<file path="src/rtl/mul_sequencer_if.sv">
// Decoder <-> multiply unit signal bundle.
// The decoder side (master) issues starts and HI/LO reads; the unit (slave) answers.
interface mul_sequencer_if #(
  parameter int WIDTH = 32
);
  logic             domul;
  logic             is_signed;
  logic [WIDTH-1:0] srca;
  logic [WIDTH-1:0] srcb;
  logic             multoreg;
  logic             lohi;
  logic [WIDTH-1:0] mulresult;
  logic             busy;
  logic             done;
  logic             stall;

  modport master (
    output domul, is_signed, srca, srcb, multoreg, lohi,
    input  mulresult, busy, done, stall
  );

  modport slave (
    input  domul, is_signed, srca, srcb, multoreg, lohi,
    output mulresult, busy, done, stall
  );
endinterface

</file>
<file path="src/rtl/mul_sequencer.sv">
// Radix-2 shift-add multiplier with architectural HI/LO registers.
// Signed operands are reduced to magnitudes up front and the sign is
// applied once at the end, so one unsigned datapath serves MULT and MULTU.
module mul_sequencer #(
  parameter int WIDTH = 32,
  parameter int CNTW  = 6
) (
  input  logic           clk,
  input  logic           reset,
  mul_sequencer_if.slave mif
);

  typedef enum logic [1:0] {S_IDLE, S_RUN, S_FIX, S_DONE} state_t;

  state_t             state_q, state_d;
  logic [WIDTH-1:0]   mcand_q, mcand_d;
  logic [WIDTH-1:0]   mplier_q, mplier_d;
  logic [2*WIDTH-1:0] acc_q, acc_d;
  logic [CNTW-1:0]    cnt_q, cnt_d;
  logic               neg_q, neg_d;
  logic [WIDTH-1:0]   hi_q, hi_d;
  logic [WIDTH-1:0]   lo_q, lo_d;

  logic               start_ok;
  logic [WIDTH-1:0]   mag_a, mag_b;
  logic [WIDTH:0]     sum;
  logic [2*WIDTH-1:0] res;

  // Operand magnitudes; |-2^(W-1)| = 2^(W-1) still fits unsigned in WIDTH bits.
  always_comb begin
    mag_a = (mif.is_signed && mif.srca[WIDTH-1]) ? (~mif.srca) + WIDTH'(1) : mif.srca;
    mag_b = (mif.is_signed && mif.srcb[WIDTH-1]) ? (~mif.srcb) + WIDTH'(1) : mif.srcb;
  end

  // Next-state and datapath: one add-and-shift per RUN cycle, sign fix in FIX.
  always_comb begin
    state_d  = state_q;
    mcand_d  = mcand_q;
    mplier_d = mplier_q;
    acc_d    = acc_q;
    cnt_d    = cnt_q;
    neg_d    = neg_q;
    hi_d     = hi_q;
    lo_d     = lo_q;
    sum      = '0;
    res      = '0;
    start_ok = (state_q == S_IDLE) || (state_q == S_DONE);

    case (state_q)
      S_RUN: begin
        // Carry out of the upper-half add is kept and shifted back in.
        sum      = {1'b0, acc_q[2*WIDTH-1:WIDTH]} + (mplier_q[0] ? {1'b0, mcand_q} : '0);
        acc_d    = {sum, acc_q[WIDTH-1:1]};
        mplier_d = mplier_q >> 1;
        cnt_d    = cnt_q + CNTW'(1);
        if (cnt_q == CNTW'(WIDTH-1)) state_d = S_FIX;
      end
      S_FIX: begin
        res     = neg_q ? (~acc_q) + (2*WIDTH)'(1) : acc_q;
        hi_d    = res[2*WIDTH-1:WIDTH];
        lo_d    = res[WIDTH-1:0];
        state_d = S_DONE;
      end
      default: begin
        // IDLE and DONE both accept a new start; a busy unit ignores domul.
        state_d = S_IDLE;
        if (start_ok && mif.domul) begin
          mcand_d  = mag_a;
          mplier_d = mag_b;
          neg_d    = mif.is_signed & (mif.srca[WIDTH-1] ^ mif.srcb[WIDTH-1]);
          acc_d    = '0;
          cnt_d    = '0;
          state_d  = S_RUN;
        end
      end
    endcase
  end

  // State registers; reset aborts any operation and clears HI/LO.
  always_ff @(posedge clk or negedge reset) begin
    if (!reset) begin
      state_q  <= S_IDLE;
      mcand_q  <= '0;
      mplier_q <= '0;
      acc_q    <= '0;
      cnt_q    <= '0;
      neg_q    <= 1'b0;
      hi_q     <= '0;
      lo_q     <= '0;
    end else begin
      state_q  <= state_d;
      mcand_q  <= mcand_d;
      mplier_q <= mplier_d;
      acc_q    <= acc_d;
      cnt_q    <= cnt_d;
      neg_q    <= neg_d;
      hi_q     <= hi_d;
      lo_q     <= lo_d;
    end
  end

  // Status decoded straight from the state flops; read path is zero-latency.
  assign mif.busy      = (state_q == S_RUN) || (state_q == S_FIX);
  assign mif.done      = (state_q == S_DONE);
  assign mif.stall     = mif.multoreg & mif.busy;
  assign mif.mulresult = mif.lohi ? hi_q : lo_q;

endmodule

</file>
<file path="src/flat_wrapper.sv">
// flat-port wrapper written by rule: the top's interface ports become plain ports
module mul_sequencer_flat 
#(
  parameter int WIDTH = 32,
  parameter int CNTW  = 6
)
  (clk, reset, mif_domul, mif_is_signed, mif_srca, mif_srcb, mif_multoreg, mif_lohi, mif_mulresult, mif_busy, mif_done, mif_stall);
  mul_sequencer_if #(.WIDTH(WIDTH)) mif_i ();
  input  logic clk;
  input  logic reset;
  input wire logic [$bits(mif_i.domul)-1:0] mif_domul;
  input wire logic [$bits(mif_i.is_signed)-1:0] mif_is_signed;
  input wire logic [$bits(mif_i.srca)-1:0] mif_srca;
  input wire logic [$bits(mif_i.srcb)-1:0] mif_srcb;
  input wire logic [$bits(mif_i.multoreg)-1:0] mif_multoreg;
  input wire logic [$bits(mif_i.lohi)-1:0] mif_lohi;
  output wire logic [$bits(mif_i.mulresult)-1:0] mif_mulresult;
  output wire logic [$bits(mif_i.busy)-1:0] mif_busy;
  output wire logic [$bits(mif_i.done)-1:0] mif_done;
  output wire logic [$bits(mif_i.stall)-1:0] mif_stall;
  assign mif_i.domul = mif_domul;
  assign mif_i.is_signed = mif_is_signed;
  assign mif_i.srca = mif_srca;
  assign mif_i.srcb = mif_srcb;
  assign mif_i.multoreg = mif_multoreg;
  assign mif_i.lohi = mif_lohi;
  assign mif_mulresult = mif_i.mulresult;
  assign mif_busy = mif_i.busy;
  assign mif_done = mif_i.done;
  assign mif_stall = mif_i.stall;
  mul_sequencer #(.WIDTH(WIDTH), .CNTW(CNTW)) u_core (.clk(clk), .reset(reset), .mif(mif_i));
endmodule
</file>
<file path="config.mk">
export PLATFORM = sky130hd
export DESIGN_NAME = mul_sequencer_flat
export DESIGN_NICKNAME = d
export VERILOG_FILES = /design/src/rtl/mul_sequencer_if.sv /design/src/rtl/mul_sequencer.sv /design/src/flat_wrapper.sv
export SDC_FILE = /design/constraint.sdc
export NUM_CORES = 1
export LEC_CHECK = 0
export ABC_AREA = 1
export ABC_CLOCK_PERIOD_IN_PS = 5400
export BUFFER_PORTS_ARGS = -buffer_cell sky130_fd_sc_hd__buf_2
export CAP_MARGIN = 0
export CORE_MARGIN = 1
export CORE_UTILIZATION = 46
export CTS_CLUSTER_SIZE = 40
export DETAILED_ROUTE_END_ITERATION = 8
export MAX_ROUTING_LAYER = met4
export PLACE_DENSITY = 0.69
export SYNTH_ARGS = -nofsm -noshare
export SYNTH_HDL_FRONTEND = slang
export SYNTH_SLANG_ARGS = --single-unit
export TNS_END_PERCENT = 30
</file>
<file path="constraint.sdc">
create_clock -name clk -period 5.4 [get_ports clk]
set_input_delay 0.54 -clock clk [delete_from_list [all_inputs] [get_ports clk]]
set_output_delay 0.54 -clock clk [all_outputs]
set_load 0.01 [all_outputs]
</file>
==> results summary, run 1 <==
At the later pin of the worst-skew pair, clock insertion delay measures 0.54 ns. The worst setup path is captured at a register. The top cell types in the final layout, fill and taps aside, are sky130_fd_sc_hd__nand2_1 (753), sky130_fd_sc_hd__inv_1 (273), sky130_fd_sc_hd__nor2_1 (263).

The post-synthesis instance area came out at 0.0144 mm^2. The starting utilization of the core area came out at 47.0%. The share of the synthesized area in the top cell type is 34.9%. Leaving out fill and tap cells, the most frequent cell in the layout is sky130_fd_sc_hd__nand2_1.

The launch point of the critical path is u_core.state_q[0]. The final weighted congestion of routability-driven global placement came out at 0.973. The area of the core came out at 0.0307 mm^2. When the netlist entered floorplanning its net count stood at 2327.

The data required time at the worst endpoint came out at 5.84 ns. The arrival time reported for the critical path endpoint came out at 3.85 ns. The number of buffers inserted for hold repair after clock tree synthesis came out at 0.

The synthesis-stage register bit count is 201. The clock network is responsible for 18.7% of the overall power. The number of antenna violations at the first check in global routing came out at 0. The combinational cell fraction of total power is 53.6%. The total net switching power is 4.57 mW. In the final timing run, aggregate negative setup slack is 0 ns. The total global-route track usage came out at 28.9%. The worst path uses 63.1% of the clock period. The worst hold margin came out at 0.0341 ns. The flow ran to the end, and the final reports show no timing, DRC or antenna violations. The area overhead of the layout relative to synthesis came out at 11.7%. The worst slew margin relative to its limit came out at 38.0%. The critical path is of the reg2reg type.

The worst hold path belongs to the class in2async. For this run the aggregate overflow at the end of global routing stands at 0. STA classifies the critical path startpoint as a register. By area the synthesized netlist is led by sky130_fd_sc_hd__dfrtp_1 (35%), sky130_fd_sc_hd__nand2_1 (20%), sky130_fd_sc_hd__inv_1 (7.1%). The H-tree depth came out at 1. The number of warnings issued by yosys is 0. Setup violations remaining at the end of the flow were counted as 0. The number of failing hold endpoints at the final stage was 0. The end-of-flow core utilization came out at 52.5%. The average cell area after synthesis came out at 6.50 um^2. The half-perimeter wire length of the detailed placement result came out at 34000 um. The final layout contains routed wiring with a total length of 44500 um. The vertical die dimension is 179 um.

The average wire length per cell after detail routing is 16.4 um. Clock-pin slew was measured on the worst setup and hold paths at 0.06 ns. The number of non-filler instances in the completed layout came out at 2704.

The number of detailed-route iterations in the first pass came out at 5. The synthesized design spends more area on one cell type than any other, namely sky130_fd_sc_hd__dfrtp_1. The number of gates resized after CTS was 0. The final-report max-slew violation count is 0. The final antenna-violating net count is 0.

For this run, design rule violations remaining after detail routing come to 0. Once routing completed, OpenROAD measured the worst setup slack at 1.99 ns. The clock tree root driver cell is sky130_fd_sc_hd__clkbuf_16.

Setup repair after global routing left no endpoint under its margin. The share of total power consumed by net switching is 49.2%. After routing the design area is 0.0161 mm^2. The largest fanout on the critical path is 46. The repair_antennas step left the layout with diodes totalling 0. The clock buffer count from CTS came out at 25. After layout, the design draws a total of 9.29 mW. The number of global-route vias before repair came to 13400. The post-place setup slack is 2.02 ns. The die is 179 um wide. The worst register-to-register path begins at u_core.state_q[0]. The number of buffers inserted by port buffering came out at 104. The placed cell count came out at 2658. Across all layers, the routed design uses 14500 vias. Clock skew on the completed layout was measured at 0.0255 ns.

The transition time at the pin with the least slew margin is 0.929 ns. Cell internal power was estimated by the tool at 4.72 mW. The number of clock sinks seen by CTS is 201. In this run the cell area measured after placement is 0.0152 mm^2.

The buffers inserted during post-CTS setup optimization is 0. The post-layout net count came out at 2399. The via density per instance came out at 5.36. Max-cap violations in this run came to 0. Counting along the longest clock path gives a buffer depth of 3.

The first global-routing pass estimated 70500 um of wire. The detailed router finished its first iteration with 1096 violations. The maximum clock rate is 0.293 GHz. The power per cell area came out at 577 mW/mm^2. The peak supply drop is 0.000335 V. The initialized floorplan defines 64 standard-cell rows.

TritonCTS built the clock tree. The part of the Yosys area used for sequential elements came out at 34.9%. The fill cell total of the finished layout came out at 3231. The total leakage power came out at 8.66 nW.

The overall die area came out at 0.0320 mm^2. The synthesized instance count is 2217. Synthesis instantiated 44 different standard cells from the library. The number of top-level pins is 105. The final period demand of the worst path came out at 3.41 ns. Registers are responsible for 27.6% of the overall power.

The pin count of the biggest net entering global routing is 115. The share of layout cells above drive strength 1 came out at 8.67%.
[power by group through the flow]
stage | clock, mW | sequential [mW] | combinational [mW]
floorplan | 0 | 2.38 | 3.63
global placement | 0 | 2.56 | 4.86
detailed placement | 0 | 2.57 | 4.94
CTS | 1.77 | 2.55 | 4.97
global route | 1.82 | 2.63 | 5.61
finish | 1.74 | 2.57 | 4.98
[final timing paths]
kind	depth (start not counted)	end	slack [ns]
hold reg to reg	2	u_core.lo_q[27]	0.48
setup / recovery	9	u_core.mplier_q[29]	1.99
max in group asynchronous	2	u_core.mcand_q[9]	4.24
setup reg to reg	9	u_core.mplier_q[29]	1.99
hold / removal	1	u_core.lo_q[4]	0.03
min in group clk	4	u_core.mplier_q[30]	0.31
[routing by layer]
metal	part of all wire, %	GRT usage [%]	wire length [um]
met4	2.4	6.81	1070
met3	4.6	2.44	2040
met2	48	48.7	21400
met5	0	-	0
met1	45	37.4	20000
[cell families (layout without fill, tap and decap cells)]
family	count (synthesis)	count (layout)	share of synthesized area [%]
xor+xnor	62	62	3.77
compound gates	289	289	11.5
fa+ha+maj	40	40	3.52
simple gates	1266	1266	36.0
mux	14	14	1.09
buf+inv	345	436	9.18
flops	201	201	34.9
[critical path: stages (launching register included)]
cell and delay [ns]:
sky130_fd_sc_hd__dfrtp_1 0.38, sky130_fd_sc_hd__inv_1 0.07, sky130_fd_sc_hd__ha_2 0.37, sky130_fd_sc_hd__nand2_2 0.47, sky130_fd_sc_hd__a21oi_4 0.65, sky130_fd_sc_hd__buf_4 0.48
sky130_fd_sc_hd__nand2_2 0.28, sky130_fd_sc_hd__inv_2 0.37, sky130_fd_sc_hd__nand2_1 0.10, sky130_fd_sc_hd__o21ai_1 0.14
[layout make-up]
| class | instances | area [um^2] | area share (%) |
|---|---|---|---|
| clock inverters | 14 | 165 | 1.03 |
| clock buffers | 32 | 692 | 4.30 |
| inverters | 278 | 1040 | 6.48 |
| well taps | 396 | 495 | 3.08 |
| repair buffers | 112 | 602 | 3.74 |
| flip-flops and latches | 201 | 5030 | 31.3 |
| multi-input cells | 1671 | 8070 | 50.1 |
[cells in the mapped netlist, drive strengths merged]
| cell | number |
|---|---|
| xor2 | 46 |
| buf | 25 |
| nor3 | 14 |
| nor2 | 270 |
| o21bai | 7 |
| o211a | 1 |
| clkinv | 1 |
| fa | 1 |
| nand4 | 28 |
| nand3 | 167 |
| nand2 | 760 |
| o21a | 1 |
| a31oi | 6 |
| and2 | 3 |
| clkbuf | 42 |
| a22oi | 31 |
| mux2 | 14 |
| xnor2 | 16 |
| a22o | 1 |
| nor4 | 5 |
| inv | 277 |
| nand3b | 12 |
| or2 | 4 |
| a211oi | 1 |
| a21oi | 48 |
| o31ai | 2 |
| o21ai | 140 |
| ha | 39 |
| o22ai | 47 |
| dfrtp | 201 |
| nor3b | 3 |
| o211ai | 4 |
[sequential cells by signal, summed over array words and instances (netlist names)]
| name | count |
|---|---|
| u_core.acc_q | 64 |
| u_core.state_q | 2 |
| u_core.cnt_q | 6 |
| u_core.lo_q | 32 |
| u_core.hi_q | 32 |
| u_core.neg_q | 1 |
| u_core.mcand_q | 32 |
| u_core.mplier_q | 32 |
No activity file was read; power rests on OpenSTA's default activity.
==> inputs of run 2 (changes only) <==
- ABC_CLOCK_PERIOD_IN_PS: 5400 -> 2900
- PLACE_DENSITY: 0.69 -> 0.71
- clock period: 5.4 -> 2.9 ns (I/O delays scaled with it)
==> run 2 against run 1 <==
Final cell count rose by 0.63%. Maximum frequency rose by 37%. Critical path type unchanged. Largest cell class unchanged. Global-route usage rose by 0.47 points. Power rose by 87%.
==> results summary, run 2 (synthesis results as in run 1) <==
The post-place setup slack came out at 0.483 ns (was 2.02 ns). The arrival time reported for the critical path endpoint is 2.89 ns (was 3.85 ns). The post-layout net count is 2417 (was 2399). The number of non-filler instances in the completed layout came out at 2721 (was 2704). The final antenna-violating net count came out at 0 (unchanged). Leading cell types in the layout, fill and taps excluded: sky130_fd_sc_hd__nand2_1 (753), sky130_fd_sc_hd__inv_1 (273), sky130_fd_sc_hd__nor2_1 (263) (unchanged). The power per cell area came out at 1070 mW/mm^2 (was 577 mW/mm^2). The vertical die dimension came out at 179 um (unchanged).

The number of antenna violations at the first check in global routing is 0 (unchanged). The via density per instance came out at 5.37 (was 5.36). The clock network latency to the later pin of the worst-skew pair is 0.53 ns (was 0.54 ns).

The clock-pin slew of the registers on the worst-case setup and hold paths is 0.06 ns (about the same). The clock tree root driver cell is sky130_fd_sc_hd__clkbuf_16 (unchanged). The length of routed wiring on met1 is 19900 um (was 20000 um). The number of failing setup endpoints in the final timing report came out at 0 (unchanged). The first-pass GRT wire length came out at 71400 um (was 70500 um). The sum of met3 wire segment lengths after detailed routing is 2230 um (was 2040 um).

The sort of element at the end of the critical path was a register (unchanged). The total power came out at 17.4 mW (was 9.29 mW). The share of total power consumed by net switching is 49.5% (was 49.2%). The cell internal power dissipation is 8.79 mW (was 4.72 mW).

The flip-flop count of the largest register, all copies and words added is 64 (unchanged). The total congestion overflow came out at 0 (unchanged). The maximum clock rate came out at 0.403 GHz (was 0.293 GHz).

The total global-route track usage came to 29.3% (was 28.9%). The worst hold-check path type is in2reg (was in2async). The H-tree depth came to 1 (unchanged). The total net switching power came out at 8.61 mW (was 4.57 mW).

The peak supply drop is 0.000694 V (was 0.000335 V). The placed cell count is 2675 (was 2658). The clock buffer count from CTS is 25 (unchanged). The number of detailed-route iterations in the first pass is 8 (was 5).

The half-perimeter wire length of the detailed placement result came to 35100 um (was 34000 um). Setup repair after global routing missed its margin: false (unchanged). The wire length reported by the detailed router is 45200 um (was 44500 um). The post-cts resize count came out at 0 (unchanged).

The largest fanout on the critical path is 22 (was 46). The overall die area is 0.0320 mm^2 (unchanged). The final-report max-slew violation count is 0 (unchanged). The startpoint class of the critical path is a register (unchanged).

The transition time at the pin with the least slew margin is 0.861 ns (was 0.929 ns). The final setup skew came out at 0.0187 ns (was 0.0255 ns). The share of power burned in the clock network came out at 17.8% (was 18.7%). The number of rows created at floorplan came to 64 (unchanged). The overall via count from detail_route is 14600 (was 14500). The critical path's slowest cell is sky130_fd_sc_hd__dfrtp_1 (was sky130_fd_sc_hd__a21oi_4). The setup TNS after final layout is 0 ns (unchanged).

The top layer reached by signal wires is met4 (unchanged). The total leakage power was 8.74 nW (was 8.66 nW). The share of power burned in registers came to 27.4% (was 27.6%).

The number of global-route vias before repair is 13800 (was 13400). The remaining design rule violation count came out at 0 (unchanged). The final non-filler cell area is 0.0162 mm^2 (was 0.0161 mm^2). The reg2reg setup slack came to 0.42 ns (was 1.99 ns). The launch point of the critical path is u_core.mplier_q[0] (was u_core.state_q[0]).

The capture point of the worst reg-to-reg path is u_core.acc_q[60] (was u_core.mplier_q[29]). The count of inserted antenna diode cells came to 0 (unchanged). The final cycle utilization of the critical path is 85.5% (was 63.1%). The initial DRC count came out at 1094 (was 1096).

Status: finished clean (unchanged). The met2 wirelength from detailed routing is 21200 um (was 21400 um). The post-placement cell area came to 0.0154 mm^2 (was 0.0152 mm^2). The average wire length per cell after detail routing came to 16.6 um (was 16.4 um). The area overhead of the layout relative to synthesis is 12.6% (was 11.7%). The worst setup path endpoint is u_core.acc_q[60] (was u_core.mplier_q[29]). The worst hold margin came to 0.0554 ns (was 0.0341 ns).

Cells traversed along the worst timing path: buf_4 > nand2_1 > inv_1 > ha_1 > nand2_1 > nor2_1 > and2_1 > nand2_1 > nand2_1 > nand2_1 > nand2_1 > nand2_1 > nand3_1 > nand2_1 (was inv_1 > ha_2 > nand2_2 > a21oi_4 > buf_4 > nand2_2 > inv_2 > nand2_1 > o21ai_1). The end-of-flow core utilization is 52.9% (was 52.5%). The starting utilization of the core area is 47.0% (unchanged).

The most repeated library cell on the critical path is sky130_fd_sc_hd__nand2_1 (was sky130_fd_sc_hd__nand2_2). The max-capacitance violation count came out at 0 (unchanged). The number of top-level pins is 105 (unchanged). The largest buffer count on any clock path was 3 (unchanged).

The share of layout cells above drive strength 1 came out at 9.25% (was 8.67%). The worst setup margin came to 0.420 ns (was 1.99 ns). The number of clock sinks seen by CTS came out at 201 (unchanged). The largest stage delay on the critical path came out at 0.38 ns (was 0.65 ns). The worst slew margin relative to its limit was 42.5% (was 38.0%). The number of buffers inserted by port buffering came out at 104 (unchanged). The data required time at the worst endpoint is 3.31 ns (was 5.84 ns). The number of failing hold endpoints at the final stage is 0 (unchanged). The area of the core came out at 0.0307 mm^2 (unchanged). The startpoint of the worst-slack reg-to-reg timing path is u_core.mplier_q[0] (was u_core.state_q[0]).

The die width came out at 179 um (unchanged). The final period demand of the worst path is 2.48 ns (was 3.41 ns). The final weighted congestion of routability-driven global placement came out at 1.01 (was 0.973). The largest register by flop count is u_core.acc_q (unchanged). The number of cell instances on the worst register-to-register path was 14 (was 9). The CTS tree is yes (unchanged).

The combinational cell fraction of total power came out at 54.8% (was 53.6%). The pin count of the biggest net entering global routing was 64 (was 115). The kind of critical path is reg2reg (unchanged). The leading cell type in the layout, fill and taps excluded is sky130_fd_sc_hd__nand2_1 (unchanged).
run 2: repair_timing:
action	CTS	global route
setup buffers	0	0
endpoints found under the hold margin	54	0
hold buffers	1	0
endpoints found under the setup margin	0	0
run 2: cell type report:
| cell class | count | area [um^2] |
|---|---|---|
| Clock buffer | 32 | 682 |
| Clock inverter | 13 | 128 |
| Inverter | 278 | 1040 |
| Multi-Input combinational cell | 1671 | 8070 |
| Timing Repair Buffer | 130 | 777 |
| Tap cell | 396 | 495 |
| Sequential cell | 201 | 5030 |
| Fill cell | 3147 | 14400 |
run 2: worst min path at each step:
stage,start,endpoint,slack (ns),cells past startpoint
2_1_floorplan,reset,u_core.acc_q[0],-0.006,0
3_3_place_gp,reset,u_core.hi_q[4],0.30,1
3_5_place_dp,reset,u_core.lo_q[4],0.30,1
4_1_cts,mif_srcb[30],u_core.mplier_q[30],0.04,4
5_1_grt,mif_srcb[31],u_core.mplier_q[31],0.07,3
6_report,mif_srcb[30],u_core.mplier_q[30],0.06,4
run 2: worst max-delay path, delay by kind of cell, from the launching register on:
| family | cells | cell delay (ns) |
|---|---|---|
| simple gates | 11 | 1.37 |
| flops | 1 | 0.38 |
| fa+ha+maj | 1 | 0.37 |
| buf+inv | 2 | 0.25 |
run 2: power groups by stage:
| stage | Sequential (mW) | Combinational [mW] | Clock [mW] |
|---|---|---|---|
| floorplan | 4.43 | 6.76 | 0 |
| global placement | 4.76 | 9.33 | 0 |
| detailed placement | 4.78 | 9.44 | 0 |
| CTS | 4.74 | 9.49 | 3.16 |
| global route | 4.90 | 10.7 | 3.26 |
| finish | 4.77 | 9.53 | 3.10 |
run 2: routing by layer:
| metal | track usage (%) | vias to the layer above |
|---|---|---|
| met4 | 11.8 | 0 |
| met3 | 2.46 | 93 |
| met5 | - | - |
| met1 | 37.6 | 6833 |
| met2 | 47.8 | 428 |
| li1 | - | 7269 |
==> inputs of run 3 (changes only) <==
- RECOVER_POWER: default -> 50
==> run 3 against run 2 <==
The flow now finishes with violations (capacitance limit, slew limit). Combinational power barely moved. Worst setup slack barely moved. Final cell count did not move. Non-clock buffer count did not move. Register-to-register slack barely moved. Clock-buffer cell count did not move. Largest power group unchanged. Highest routed layer unchanged.
==> results summary, run 3 (synthesis results as in run 1) <==
Status: finished, violations left (was finished clean). The checks that failed: capacitance limit, slew limit. The share of power burned in registers is 27.5% (was 27.4%).

The met2 wirelength from detailed routing is 21100 um (was 21200 um). The worst slew margin relative to its limit is -0.0519% (was 42.5%). The number of failing hold endpoints at the final stage is 0 (unchanged). The post-layout net count came to 2417 (unchanged). The total congestion overflow is 0 (unchanged). Leading cell types in the layout, fill and taps excluded: sky130_fd_sc_hd__nand2_1 (753), sky130_fd_sc_hd__inv_1 (273), sky130_fd_sc_hd__nor2_1 (263) (unchanged). The share of layout cells above drive strength 1 is 8.56% (was 9.25%).

The area of the core came out at 0.0307 mm^2 (unchanged). The length of routed wiring on met1 is 20100 um (was 19900 um). The largest buffer count on any clock path came out at 3 (unchanged). The final-report max-slew violation count came to 19 (was 0). The total global-route track usage came out at 29.3% (unchanged).

The clock tree root driver cell is sky130_fd_sc_hd__clkbuf_16 (unchanged). The half-perimeter wire length of the detailed placement result came to 35100 um (unchanged). The power per cell area came out at 1080 mW/mm^2 (was 1070 mW/mm^2). The clock-pin slew of the registers on the worst-case setup and hold paths came to 0.06 ns (about the same). The data required time at the worst endpoint is 3.31 ns (about the same). The clock buffer count from CTS came to 25 (unchanged). The remaining design rule violation count is 0 (unchanged).

The clock network latency to the later pin of the worst-skew pair came out at 0.53 ns (about the same). The first-pass GRT wire length is 71400 um (unchanged). Setup repair after global routing missed its margin: false (unchanged). The number of buffers inserted by port buffering was 104 (unchanged). The number of rows created at floorplan is 64 (unchanged).

The worst hold-check path type is in2reg (unchanged). The final cycle utilization of the critical path is 85.5% (about the same). The vertical die dimension came out at 179 um (unchanged). The sum of met3 wire segment lengths after detailed routing is 2130 um (was 2230 um). The cell internal power dissipation is 8.76 mW (was 8.79 mW). The leading cell type in the layout, fill and taps excluded is sky130_fd_sc_hd__nand2_1 (unchanged). The largest fanout on the critical path was 22 (unchanged). The total power came out at 17.4 mW (about the same).

The share of total power consumed by net switching is 49.6% (was 49.5%). The combinational cell fraction of total power is 54.7% (was 54.8%). The number of global-route vias before repair came out at 13800 (unchanged).

The startpoint of the worst-slack reg-to-reg timing path is u_core.mplier_q[0] (unchanged). The total net switching power is 8.62 mW (was 8.61 mW). The placed cell count is 2675 (unchanged). The final weighted congestion of routability-driven global placement is 1.01 (unchanged). The count of inserted antenna diode cells came out at 0 (unchanged).

The pin count of the biggest net entering global routing came out at 64 (unchanged). The buffers inserted during post-CTS setup optimization came out at 0 (unchanged). The number of cell instances on the worst register-to-register path came out at 14 (unchanged). The top layer reached by signal wires is met4 (unchanged). The final period demand of the worst path is 2.48 ns (about the same). The total area of multi-input combinational cells was 0.00807 mm^2 (unchanged). The maximum clock rate came to 0.403 GHz (about the same). The initial DRC count is 1011 (was 1094). The final antenna-violating net count was 0 (unchanged). The area overhead of the layout relative to synthesis is 12.2% (was 12.6%). The flip-flop count of the largest register, all copies and words added came out at 64 (unchanged).

The largest register by flop count was u_core.acc_q (unchanged). The sort of element at the end of the critical path was a register (unchanged). The peak supply drop is 0.000697 V (was 0.000694 V). The capture point of the worst reg-to-reg path was u_core.acc_q[60] (unchanged).

The storage element area is 0.00503 mm^2 (unchanged). The startpoint class of the critical path was a register (unchanged). The max-capacitance violation count came out at 1 (was 0).

The starting utilization of the core area came out at 47.0% (unchanged). The startpoint of the most critical hold path is mif_srcb[30] (unchanged). The fill cell total of the finished layout is 3153 (was 3147). The CTS tree is yes (unchanged). The end point of the most critical hold path is u_core.mplier_q[30] (unchanged). The reg2reg setup slack is 0.42 ns (about the same). The number of antenna violations at the first check in global routing came out at 0 (unchanged). The transition time at the pin with the least slew margin is 1.50 ns (was 0.861 ns).

The final setup skew came out at 0.0165 ns (was 0.0187 ns). The kind of critical path is reg2reg (unchanged). The via density per instance came to 5.36 (was 5.37). The H-tree depth was 1 (unchanged). The setup TNS after final layout is 0 ns (unchanged). The arrival time reported for the critical path endpoint came out at 2.89 ns (about the same). The number of cells on the worst hold path is 4 (unchanged). The number of clock sinks seen by CTS was 201 (unchanged). The wire length reported by the detailed router came out at 45200 um (about the same). The total leakage power was 8.67 nW (was 8.74 nW).

The overall die area is 0.0320 mm^2 (unchanged). The number of detailed-route iterations in the first pass came out at 8 (unchanged). The die width came out at 179 um (unchanged). The average wire length per cell after detail routing came out at 16.6 um (about the same). The overall via count from detail_route is 14600 (about the same). The number of failing setup endpoints in the final timing report came out at 0 (unchanged). The number of non-filler instances in the completed layout was 2721 (unchanged). The number of top-level pins is 105 (unchanged). The share of power burned in the clock network came out at 17.8% (about the same).
run 3: cell types whose count changed in the layout (fill, tap and decap cells not counted):
cell / delta
sky130_fd_sc_hd__clkbuf_8: -1
sky130_fd_sc_hd__buf_12: -2
sky130_fd_sc_hd__clkbuf_4: +2
sky130_fd_sc_hd__buf_2: -16
sky130_fd_sc_hd__clkbuf_1: +16
sky130_fd_sc_hd__buf_4: -2
sky130_fd_sc_hd__clkbuf_2: +3
run 3: repair_timing:
action	4_1_cts	5_1_grt
hold buffers	1	0
resized for setup	0	0
endpoints found under the hold margin	54	0
run 3: worst max-delay path by stage:
stage / startpoint / endpoint / slack, ns / depth (start not counted)
after floorplan: u_core.mplier_q[0] / u_core.acc_q[47] / 0.53 / 17
after global placement: u_core.mplier_q[0] / u_core.acc_q[60] / 0.50 / 14
after detailed placement: u_core.mplier_q[0] / u_core.acc_q[60] / 0.48 / 14
after CTS: u_core.mplier_q[0] / u_core.acc_q[60] / 0.45 / 14
after global routing: reset / u_core.hi_q[23] / 0.19 / 3
final: u_core.mplier_q[0] / u_core.acc_q[60] / 0.42 / 14
run 3: power groups by stage:
stage	combinational, mW	sequential, mW	clock, mW
finish	9.51	4.77	3.10
floorplan	6.76	4.43	0
global route	10.6	4.90	3.26
global placement	9.33	4.76	0
detailed placement	9.44	4.78	0
CTS	9.49	4.74	3.16
run 3: final cells by class:
class	count	share of cell area, %
Clock inverter	13	0.790
Sequential cell	201	31.1
Clock buffer	32	4.22
Multi-Input combinational cell	1671	49.9
Inverter	278	6.46
Timing Repair Buffer	130	4.44
Tap cell	396	3.07
run 3: worst max-delay path, cell delays in order, from the launching register on:
cell and delay [ns]:
sky130_fd_sc_hd__dfrtp_1 0.38, sky130_fd_sc_hd__buf_4 0.21, sky130_fd_sc_hd__nand2_1 0.08, sky130_fd_sc_hd__inv_1 0.04, sky130_fd_sc_hd__ha_1 0.37, sky130_fd_sc_hd__nand2_1 0.14
sky130_fd_sc_hd__nor2_1 0.30, sky130_fd_sc_hd__and2_1 0.17, sky130_fd_sc_hd__nand2_1 0.06, sky130_fd_sc_hd__nand2_1 0.21, sky130_fd_sc_hd__nand2_1 0.13, sky130_fd_sc_hd__nand2_1 0.09
sky130_fd_sc_hd__nand2_1 0.05, sky130_fd_sc_hd__nand3_1 0.08, sky130_fd_sc_hd__nand2_1 0.06
run 3: per-stage QoR:
step / setup slack [ns] / instance area (um^2) / hold slack [ns] / utilization (%)
finish: 0.421 / 16200 / 0.0560 / 52.7
global route: 0.194 / 16200 / 0.0743 / 52.7
CTS: 0.447 / 16200 / 0.0400 / 52.9
detailed placement: 0.483 / 15400 / 0.298 / 50.2
global placement: 0.499 / 15400 / 0.301 / 50.2
floorplan: 0.531 / 14400 / -0.00559 / -
run 3: metal layers:
metal	track usage (%)	up-vias
met4	11.8	0
met2	47.8	438
li1	-	7265
met1	37.6	6787
met5	-	-
met3	2.46	98
